==> src/rtl/apb_req_arb_if.sv <==
// apb_req_arb_if: bundles the two requester ports and the APB-master-side
// signals of the request arbiter.
//   master modport : arbiter view (takes requests, drives grants/completions
//                    and the decoded transaction towards the APB master).
//   slave modport  : environment view (requesters plus APB master/bus monitor).
// Parameters: WIDTH (data width), ADDRBITS (address width).
interface apb_req_arb_if #(
    parameter int unsigned WIDTH    = 32,
    parameter int unsigned ADDRBITS = 16
);
    // requester side
    logic                req0;
    logic                req1;
    logic                wr0;
    logic                wr1;
    logic [ADDRBITS-1:0] addr0;
    logic [ADDRBITS-1:0] addr1;
    logic [WIDTH-1:0]    wdata0;
    logic [WIDTH-1:0]    wdata1;
    logic                done0;
    logic                done1;
    logic [WIDTH-1:0]    rdata0;
    logic [WIDTH-1:0]    rdata1;

    // APB master side
    logic                dec_en;
    logic                wr;
    logic [ADDRBITS-1:0] daddr;
    logic [WIDTH-1:0]    wdatadec;
    logic                psel;
    logic                penable;
    logic                pready;
    logic                wait_fifo;
    logic [WIDTH-1:0]    read_resfifo;
    logic                wenfifom;

    modport master (
        input  req0, req1, wr0, wr1, addr0, addr1, wdata0, wdata1,
        output done0, done1, rdata0, rdata1,
        output dec_en, wr, daddr, wdatadec,
        input  psel, penable, pready, wait_fifo, read_resfifo, wenfifom
    );

    modport slave (
        output req0, req1, wr0, wr1, addr0, addr1, wdata0, wdata1,
        input  done0, done1, rdata0, rdata1,
        input  dec_en, wr, daddr, wdatadec,
        output psel, penable, pready, wait_fifo, read_resfifo, wenfifom
    );
endinterface

==> src/rtl/apb_req_arb.sv <==
// apb_req_arb: two-requester arbiter in front of an APB master.
// Grants one requester, hands its direction/address/data to the APB master
// with a dec_en strobe, tracks the bus until the access completes, captures
// read data for the owner and returns a one-cycle doneN pulse.
// Ports:
//   apb_clk : clock, rising edge
//   reset   : asynchronous active-low reset
//   bus     : apb_req_arb_if.master (requesters + APB master signals)
// Configuration:
//   APB_ARB_FIXED_PRIO_EN defined   -> requester 0 always wins ties
//   APB_ARB_FIXED_PRIO_EN undefined -> round-robin on ties
module apb_req_arb #(
    parameter int unsigned WIDTH    = 32,
    parameter int unsigned ADDRBITS = 16
) (
    input  logic          apb_clk,
    input  logic          reset,
    apb_req_arb_if.master bus
);

    typedef enum logic [1:0] {
        IDLE  = 2'd0,
        ISSUE = 2'd1,
        BUSY  = 2'd2,
        DONE  = 2'd3
    } state_t;

    state_t              state;
    logic                owner;       // 0: requester 0, 1: requester 1
`ifndef APB_ARB_FIXED_PRIO_EN
    logic                last_gnt;    // last requester granted
`endif
    logic                grant_c;
    logic                complete_c;
    logic                dec_en_q;
    logic                wr_q;
    logic                done0_q;
    logic                done1_q;
    logic [ADDRBITS-1:0] daddr_q;
    logic [WIDTH-1:0]    wdatadec_q;
    logic [WIDTH-1:0]    rdata0_q;
    logic [WIDTH-1:0]    rdata1_q;

    // Winner among the current requests (only used while IDLE)
    always_comb begin
        grant_c = 1'b0;
        if (bus.req0 && bus.req1) begin
`ifdef APB_ARB_FIXED_PRIO_EN
            grant_c = 1'b0;
`else
            grant_c = ~last_gnt;
`endif
        end else if (bus.req1) begin
            grant_c = 1'b1;
        end
    end

    // Access phase finishing with the slave ready and room in the master FIFO
    assign complete_c = bus.psel & bus.penable & bus.pready & ~bus.wait_fifo;

    // Arbitration / transaction tracking FSM with registered outputs
    always_ff @(posedge apb_clk or negedge reset) begin
        if (!reset) begin
            state      <= IDLE;
            owner      <= 1'b0;
`ifndef APB_ARB_FIXED_PRIO_EN
            last_gnt   <= 1'b1;
`endif
            dec_en_q   <= 1'b0;
            wr_q       <= 1'b0;
            daddr_q    <= '0;
            wdatadec_q <= '0;
            done0_q    <= 1'b0;
            done1_q    <= 1'b0;
            rdata0_q   <= '0;
            rdata1_q   <= '0;
        end else begin
            done0_q <= 1'b0;
            done1_q <= 1'b0;
            case (state)
                IDLE: begin
                    if (bus.req0 || bus.req1) begin
                        owner      <= grant_c;
`ifndef APB_ARB_FIXED_PRIO_EN
                        last_gnt   <= grant_c;
`endif
                        wr_q       <= grant_c ? bus.wr1    : bus.wr0;
                        daddr_q    <= grant_c ? bus.addr1  : bus.addr0;
                        wdatadec_q <= grant_c ? bus.wdata1 : bus.wdata0;
                        dec_en_q   <= 1'b1;
                        state      <= ISSUE;
                    end
                end
                ISSUE: begin
                    // master SETUP phase seen: it has taken the transaction
                    if (bus.psel && !bus.penable) begin
                        dec_en_q <= 1'b0;
                        state    <= BUSY;
                    end
                end
                BUSY: begin
                    if (bus.wenfifom && !wr_q) begin
                        if (owner) rdata1_q <= bus.read_resfifo;
                        else       rdata0_q <= bus.read_resfifo;
                    end
                    if (complete_c) begin
                        done0_q <= ~owner;
                        done1_q <= owner;
                        state   <= DONE;
                    end
                end
                default: begin
                    state <= IDLE;
                end
            endcase
        end
    end

    assign bus.dec_en   = dec_en_q;
    assign bus.wr       = wr_q;
    assign bus.daddr    = daddr_q;
    assign bus.wdatadec = wdatadec_q;
    assign bus.done0    = done0_q;
    assign bus.done1    = done1_q;
    assign bus.rdata0   = rdata0_q;
    assign bus.rdata1   = rdata1_q;

endmodule

==> src/flat_wrapper.sv <==
// flat-port wrapper written by rule: the top's interface ports become plain ports
module apb_req_arb_flat 
#(
    parameter int unsigned WIDTH    = 32,
    parameter int unsigned ADDRBITS = 16
)
  (apb_clk, reset, bus_req0, bus_req1, bus_wr0, bus_wr1, bus_addr0, bus_addr1, bus_wdata0, bus_wdata1, bus_done0, bus_done1, bus_rdata0, bus_rdata1, bus_dec_en, bus_wr, bus_daddr, bus_wdatadec, bus_psel, bus_penable, bus_pready, bus_wait_fifo, bus_read_resfifo, bus_wenfifom);
  apb_req_arb_if #(.WIDTH(WIDTH), .ADDRBITS(ADDRBITS)) bus_i ();
  input  logic apb_clk;
  input  logic reset;
  input wire logic [$bits(bus_i.req0)-1:0] bus_req0;
  input wire logic [$bits(bus_i.req1)-1:0] bus_req1;
  input wire logic [$bits(bus_i.wr0)-1:0] bus_wr0;
  input wire logic [$bits(bus_i.wr1)-1:0] bus_wr1;
  input wire logic [$bits(bus_i.addr0)-1:0] bus_addr0;
  input wire logic [$bits(bus_i.addr1)-1:0] bus_addr1;
  input wire logic [$bits(bus_i.wdata0)-1:0] bus_wdata0;
  input wire logic [$bits(bus_i.wdata1)-1:0] bus_wdata1;
  output wire logic [$bits(bus_i.done0)-1:0] bus_done0;
  output wire logic [$bits(bus_i.done1)-1:0] bus_done1;
  output wire logic [$bits(bus_i.rdata0)-1:0] bus_rdata0;
  output wire logic [$bits(bus_i.rdata1)-1:0] bus_rdata1;
  output wire logic [$bits(bus_i.dec_en)-1:0] bus_dec_en;
  output wire logic [$bits(bus_i.wr)-1:0] bus_wr;
  output wire logic [$bits(bus_i.daddr)-1:0] bus_daddr;
  output wire logic [$bits(bus_i.wdatadec)-1:0] bus_wdatadec;
  input wire logic [$bits(bus_i.psel)-1:0] bus_psel;
  input wire logic [$bits(bus_i.penable)-1:0] bus_penable;
  input wire logic [$bits(bus_i.pready)-1:0] bus_pready;
  input wire logic [$bits(bus_i.wait_fifo)-1:0] bus_wait_fifo;
  input wire logic [$bits(bus_i.read_resfifo)-1:0] bus_read_resfifo;
  input wire logic [$bits(bus_i.wenfifom)-1:0] bus_wenfifom;
  assign bus_i.req0 = bus_req0;
  assign bus_i.req1 = bus_req1;
  assign bus_i.wr0 = bus_wr0;
  assign bus_i.wr1 = bus_wr1;
  assign bus_i.addr0 = bus_addr0;
  assign bus_i.addr1 = bus_addr1;
  assign bus_i.wdata0 = bus_wdata0;
  assign bus_i.wdata1 = bus_wdata1;
  assign bus_done0 = bus_i.done0;
  assign bus_done1 = bus_i.done1;
  assign bus_rdata0 = bus_i.rdata0;
  assign bus_rdata1 = bus_i.rdata1;
  assign bus_dec_en = bus_i.dec_en;
  assign bus_wr = bus_i.wr;
  assign bus_daddr = bus_i.daddr;
  assign bus_wdatadec = bus_i.wdatadec;
  assign bus_i.psel = bus_psel;
  assign bus_i.penable = bus_penable;
  assign bus_i.pready = bus_pready;
  assign bus_i.wait_fifo = bus_wait_fifo;
  assign bus_i.read_resfifo = bus_read_resfifo;
  assign bus_i.wenfifom = bus_wenfifom;
  apb_req_arb #(.WIDTH(WIDTH), .ADDRBITS(ADDRBITS)) u_core (.apb_clk(apb_clk), .reset(reset), .bus(bus_i));
endmodule
==> config.mk <==
export PLATFORM = sky130hd
export DESIGN_NAME = apb_req_arb_flat
export DESIGN_NICKNAME = d
export VERILOG_FILES = /design/src/rtl/apb_req_arb_if.sv /design/src/rtl/apb_req_arb.sv /design/src/flat_wrapper.sv
export SDC_FILE = /design/constraint.sdc
export NUM_CORES = 1
export LEC_CHECK = 0
export ABC_CLOCK_PERIOD_IN_PS = 3230
export BUFFER_PORTS_ARGS = -buffer_cell sky130_fd_sc_hd__clkbuf_2
export CAP_MARGIN = 5
export CORE_UTILIZATION = 49
export CTS_CLUSTER_DIAMETER = 100
export DETAILED_ROUTE_END_ITERATION = 16
export GPL_TIMING_DRIVEN = 0
export PLACE_DENSITY_LB_ADDON = 0.15
export SYNTH_ARGS = -nofsm -noshare
export SYNTH_HDL_FRONTEND = slang
export SYNTH_SLANG_ARGS = --single-unit
==> constraint.sdc <==
create_clock -name apb_clk -period 3.23 [get_ports apb_clk]
set_input_delay 0.323 -clock apb_clk [delete_from_list [all_inputs] [get_ports apb_clk]]
set_output_delay 0.323 -clock apb_clk [all_outputs]
set_load 0.02 [all_outputs]
==> flow_summary.yaml, run 1 <==
worst_setup_path:
  crit_fanout: 10
  reg2reg_depth: 6
  critPathRequiredTime_ns: 3.62
  cpMostUsedCell: "inv_1"
  crit_buf_inv: 3
  critPathLaunchType: "flip-flop"
  crit_path_cell_trace: "inv_1 -> ha_1 -> inv_1 -> nor4b_4 -> buf_6 -> mux2_2"
  critPathMaxStageDelay_ns: 0.52
  arrival_ns: 2.48
  crit_type: "flip-flop to flip-flop"
  path_delay_family: "simple AND/OR/NAND/NOR gates"
  end_kind: "flip-flop"
  r2r_start: "u_core.state[0]"
  crit_slowest_cell: "nor4b_4"
  reg2reg_slack_ns: 1.15
  regToRegEndpoint: "u_core.bus.rdata0[24]"
sta:
  fin_crit_ns: 2.08
  worst_pin_slew_ns: 0.917
  fmax_mhz: 480
  report.final.hold_viol_count: 0
  slew-limit-headroom_pct: 38.9
  slew_violations: 0
  fin_worst_skew_ns: 0.00906
  rsz0062_at_grt: "false"
  setup-tns-final_ns: 0
  period_share_pct: 64.5
  setup_viol: 0
hold_path:
  hold_depth: 2
  whs_endpoint: "u_core.bus.rdata1[22]"
  min_from: "bus_read_resfifo[22]"
  holdCritPathClass: "input port to flip-flop"
grt:
  antenna_found_initial: 0
  grtUsageTotal_pct: 22.9
  grt_first_pass_wirelength_mm: 18.0
  grt_max_degree: 121
  gr-total-overflow: 0
  grt_pass1_vias: 3862
cts:
  ctsResizeCount: 0
  htreeDepth: 4
  clock_sinks: 120
  clk_pin_slew_worst_paths_ns: 0.05
  cts_buffers: 17
  cts_root_buf: "clkbuf_8"
  cts_tree: "built"
  cts.path.max_buffers: 2
  worstSkewPairLatency_ns: 0.51
synthesis:
  yosysTopAreaCell: "dfrtp_1"
  synth_area_leaders: "dfrtp_1, mux2_2, mux2i_1, o21ai_0, nand2_1"
  synth_common_cells: "dfrtp_1, mux2_2, nand2_1"
  synth_top_area_share_pct: 59.7
  yosysSeqAreaShare_pct: 60.2
  synth_nets: 526
  ys.flop_type: "dfrtp_1"
  avgSynthCellArea_um2: 13.0
  ys_seq_elements: 120
  synth_edf_count: 0
  ys_warn_count: 0
  synth.most_common_cell: "dfrtp_1"
  synth_cell_types: 25
  syn-cell-area_mm2: 0.00499
  synthCells: 383
  synth-async-reset-ratio_pct: 100
power_and_ir_drop:
  leakage_nw: 3.66
  ir_worst_vdd_mv: 0.445
  p_per_area_mw_per_mm2: 1070
  power_mw: 7.54
floorplan:
  die_h_um: 103
  rows: 36
  start_util_pct: 50.8
  die_x_um: 103
  io-pin-count: 255
  dieArea_mm2: 0.0106
  core_region_area_mm2: 0.00982
route:
  remaining_drc_errors: 0
  drt-total-wl_mm: 11.9
  first_iter_violations: 83
  postRouteAntennaNets: 0
  drt_pass1_iterations: 4
  wl_per_cell_um: 14.8
  routed_via_density: 4.92
  num_vias: 3947
place:
  port-buffer-count: 254
  dpl.cell_count: 770
  place_hpwl_mm: 9.04
  gp_congestion: 0.778
final_layout:
  fin_nets: 801
  fin_util_pct: 71.5
  syn2layout_area_growth_pct: 40.7
  fin_cells: 803
  n_antenna_cell: 0
  drive_gt1_share_pct: 53.4
  fill_cells: 765
status:
  outcome: "finished, final reports clean"
flow_run:
  drv_cap: 0
## timing repair
| item | in CTS | in global routing |
|---|---|---|
| setup buffers | 0 | 0 |
| endpoints found under the hold margin | 65 | 0 |
| hold buffers | 2 | 0 |
## routing by layer
| metal | GRT usage, % | wire [µm] | share of wire (%) |
|---|---|---|---|
| met1 | 24.7 | 4640 | 39 |
| met2 | 41.1 | 6160 | 52 |
| met3 | 8.41 | 920 | 7.7 |
| met4 | 8.23 | 167 | 1.4 |
| met5 | 0 | 0 | 0 |
## layout make-up
cell class	count	area, µm²	share of cell area, %
timing repair buffer	256	1300	18.5
tap	133	166	2.37
buffer	22	128	1.82
sequential	120	3000	42.8
clock buffer	21	439	6.25
inverter	4	15.0	0.214
multi-input combinational	237	1840	26.3
clock inverter	10	128	1.82
## kinds of logic after synthesis
kind of cell	share of synthesized area [%]
buffers and inverters	2.86
adder cells (fa/ha/maj)	1.00
AND/OR/NAND/NOR	5.19
AO/OA/AOI/OAI	6.27
multiplexers	24.5
flip-flops	60.2
## cells in the final DEF (no fill, tap or decap), drive strengths merged
cell type / count
dlygate4sd3: 2
mux2: 65
a22oi: 1
nand2: 52
a22o: 2
a21boi: 1
nor4b: 1
a31oi: 1
o32ai: 1
bufinv: 3
nor2: 3
mux2i: 49
nand4b: 2
dfstp: 1
clkinvlp: 1
buf: 11
inv: 4
dfrtp: 119
ha: 4
nand2b: 1
o21ai: 50
clkbuf: 286
clkinv: 6
nor3: 1
a21oi: 3
## registers in the layout (all words and copies together) (netlist names)
name,flops
u_core.bus.daddr,16
u_core.bus.dec_en,1
u_core.bus.done0,1
u_core.bus.done1,1
u_core.bus.rdata0,32
u_core.bus.rdata1,32
u_core.bus.wdatadec,32
u_core.bus.wr,1
u_core.last_gnt,1
u_core.owner,1
u_core.state,2
## worst max path at each step
stage / depth (start not counted) / to / startpoint / slack, ns
after floorplan: 6 / u_core.bus.rdata0[0] / u_core.state[0] / 1.40
after global placement: 1 / u_core.bus.daddr[6] / reset / 0.16
after detailed placement: 6 / u_core.bus.rdata0[28] / u_core.state[0] / 1.12
after CTS: 6 / u_core.bus.rdata0[0] / u_core.state[0] / 1.11
after global routing: 6 / u_core.bus.rdata0[21] / u_core.state[0] / 0.96
final: 6 / u_core.bus.rdata0[24] / u_core.state[0] / 1.15
## power by group
group / internal [mW] / switching, mW
sequential: 2.25 / 0.401
clock: 1.18 / 0.611
combinational: 1.20 / 1.90
total: 4.63 / 2.91
## per-stage QoR
stage                     setup slack (ns)  cell area, µm²  hold slack (ns)
after floorplan                       1.40            4990           0.0274
after global placement               0.157            6430            0.462
after detailed placement              1.12            6440            0.470
after CTS                             1.11            7020           0.0360
after global routing                 0.960            7020           0.0341
final                                 1.15            7020           0.0569
No activity file was read; power rests on OpenSTA's default activity.
==> inputs of run 2 (changes only) <==
- ABC_AREA: default -> 1
- ABC_CLOCK_PERIOD_IN_PS: 3230 -> 2000
- CORE_UTILIZATION: 49 -> 46
- clock period: 3.23 -> 2 ns (I/O delays scaled with it)
==> run 2 against run 1 <==
- hold slack got worse by 0.043 ns
- combinational power up 77%
- global-route usage grew 11 points
- setup slack got worse by 1.0 ns
- final area up 21%
- first-iteration DRC count rose to 6.7 times the previous value
- via count up 51%
- critical endpoint is now u_core.bus.daddr[13]
==> flow_summary.yaml, run 2 <==
power_and_ir_drop:
  p_per_area_mw_per_mm2: 1550
  power_mw: 13.2
  leakage_nw: 4.41
  ir_worst_vdd_mv: 0.793
floorplan:
  rows: 37
  dieArea_mm2: 0.0113
  io-pin-count: 255
  core_region_area_mm2: 0.0105
  die_h_um: 106
  start_util_pct: 48.0
  die_x_um: 106
status:
  outcome: "finished, final reports clean"
sta:
  worst_pin_slew_ns: 0.523
  report.final.hold_viol_count: 0
  fin_worst_skew_ns: 0.0146
  period_share_pct: 94.1
  slew_violations: 0
  fin_crit_ns: 1.88
  fmax_mhz: 532
  slew-limit-headroom_pct: 65.2
  setup_viol: 0
  rsz0062_at_grt: "false"
flow_run:
  drv_cap: 0
cts:
  worstSkewPairLatency_ns: 0.51
  cts_setup_buffers: 0
  clk_pin_slew_worst_paths_ns: 0.06
  cts_buffers: 17
  htreeDepth: 4
  cts_root_buf: "clkbuf_8"
  cts.path.max_buffers: 2
  clock_sinks: 120
  cts_tree: "built"
hold_path:
  holdCritPathClass: "input port to flip-flop"
final_layout:
  syn2layout_area_growth_pct: 68.8
  fin_cells: 1114
  fin_nets: 1108
  layout_common_cells: "clkbuf_2, dlygate4sd3_1, nand2_1"
  n_antenna_cell: 0
  drive_gt1_share_pct: 31.6
  final_common_cell: "clkbuf_2"
route:
  dr_wl_met3_mm: 1.57
  routed_via_density: 5.35
  wl_per_cell_um: 17.2
  drt-total-wl_mm: 19.1
  postRouteAntennaNets: 0
  topRoutingLayerUsed: "met4"
  num_vias: 5962
  drt_pass1_iterations: 5
  wl_met1_mm: 7.05
  remaining_drc_errors: 0
  wl_met2_mm: 9.53
  first_iter_violations: 558
synthesis:
  yosysSeqAreaShare_pct: 59.9
  ys.flop_type: "dfrtp_1"
  ys_warn_count: 0
  synth.most_common_cell: "nand2_1"
  synth_nets: 703
  synth-async-reset-ratio_pct: 100
  syn-cell-area_mm2: 0.00502
  avgSynthCellArea_um2: 8.96
  synthCells: 560
  synth_common_cells: "nand2_1, dfrtp_1, o21ai_0"
  synth_cell_types: 20
  yosysTopAreaCell: "dfrtp_1"
  synth_area_leaders: "dfrtp_1, nand2_1, a31oi_1, o21ai_0, nand3_1"
  ys_seq_elements: 120
  synth_top_area_share_pct: 59.4
  synth_edf_count: 0
grt:
  antenna_found_initial: 0
  gr-total-overflow: 0
  grt_max_degree: 69
  grtUsageTotal_pct: 34.3
  grt_first_pass_wirelength_mm: 29.8
  grt_pass1_vias: 6033
worst_setup_path:
  arrival_ns: 2.29
  end_kind: "flip-flop"
  critPathRequiredTime_ns: 2.41
  crit_fanout: 10
  crit_type: "flip-flop to flip-flop"
  critPathLaunchType: "flip-flop"
place:
  dpl.cell_count: 950
  gp_congestion: 0.818
  port-buffer-count: 253
  place_hpwl_mm: 10.9
-- run 2: through the flow --
step | util (%) | setup TNS [ns] | hold WS (ns) | cell area [µm²] | worst slack [ns]
finish | 80.9 | 0 | 0.0134 | 8470 | 0.119
global route | 80.9 | 0 | 0.0157 | 8470 | 0.00255
CTS | 80.9 | 0 | 0.00325 | 8460 | 0.293
detailed placement | 62.0 | 0 | 0.187 | 6490 | 0.319
global placement | 61.7 | -121.11 | 0.435 | 6450 | -1.02
floorplan | - | 0 | -0.0956 | 5020 | 0.670
-- run 2: cell families (layout without fill, tap and decap cells) --
group / Yosys count / in the layout / share of synthesized area, %
AO/OA/AOI/OAI: 116 / 116 / 12.8
adder cells (fa/ha/maj): 4 / 4 / 0.998
flip-flops: 120 / 120 / 59.9
AND/OR/NAND/NOR: 239 / 239 / 19.7
buffers and inverters: 81 / 499 / 6.61
-- run 2: final timing paths --
kind / start / to / slack [ns] / cells past startpoint
max: u_core.state[0] / u_core.bus.daddr[13] / 0.12 / 7
min: bus_wait_fifo / u_core.bus.done1 / 0.01 / 4
max reg2reg: u_core.state[0] / u_core.bus.daddr[13] / 0.12 / 7
min reg2reg: u_core.bus.rdata1[14] / u_core.bus.rdata1[14] / 0.48 / 2
max in group asynchronous: reset / u_core.last_gnt / 1.05 / 3
min in group asynchronous: reset / u_core.bus.rdata1[15] / 0.22 / 2
-- run 2: timing repair --
item / 4_1_cts / 5_1_grt
hold endpoints to repair: 164 / 0
endpoints found under the setup margin: 0 / 1
resized for setup: 0 / 1
hold buffers: 132 / 0
-- run 2: layer usage --
layer  GRT usage (%)  vias up
met5               0        -
met1            39.3     2805
met4            21.9        0
li1                -     2662
met2            58.0      411
met3            7.66       84
-- run 2: layout make-up --
type                       count  area, µm²
tap                          136        170
clock inverter                11        193
buffer                        38        170
clock buffer                  21        459
sequential                   120       3000
inverter                      43        161
multi-input combinational    359       1690
fill                         641       1990
timing repair buffer         386       2620
-- run 2: critical path, cell delays in order, from the launching register on --
cell and delay [ns]:
dfrtp_1 0.42, inv_1 0.10, ha_1 0.22, inv_1 0.13
nor2_4 0.25, buf_2 0.29, nor2_1 0.12, a31oi_1 0.24
-- run 2: power by group --
group | internal [mW] | switching, mW | leakage [nW]
clock network | 2.25 | 1.10 | 0.315
registers | 3.60 | 0.715 | 1.45
logic | 1.85 | 3.64 | 2.65
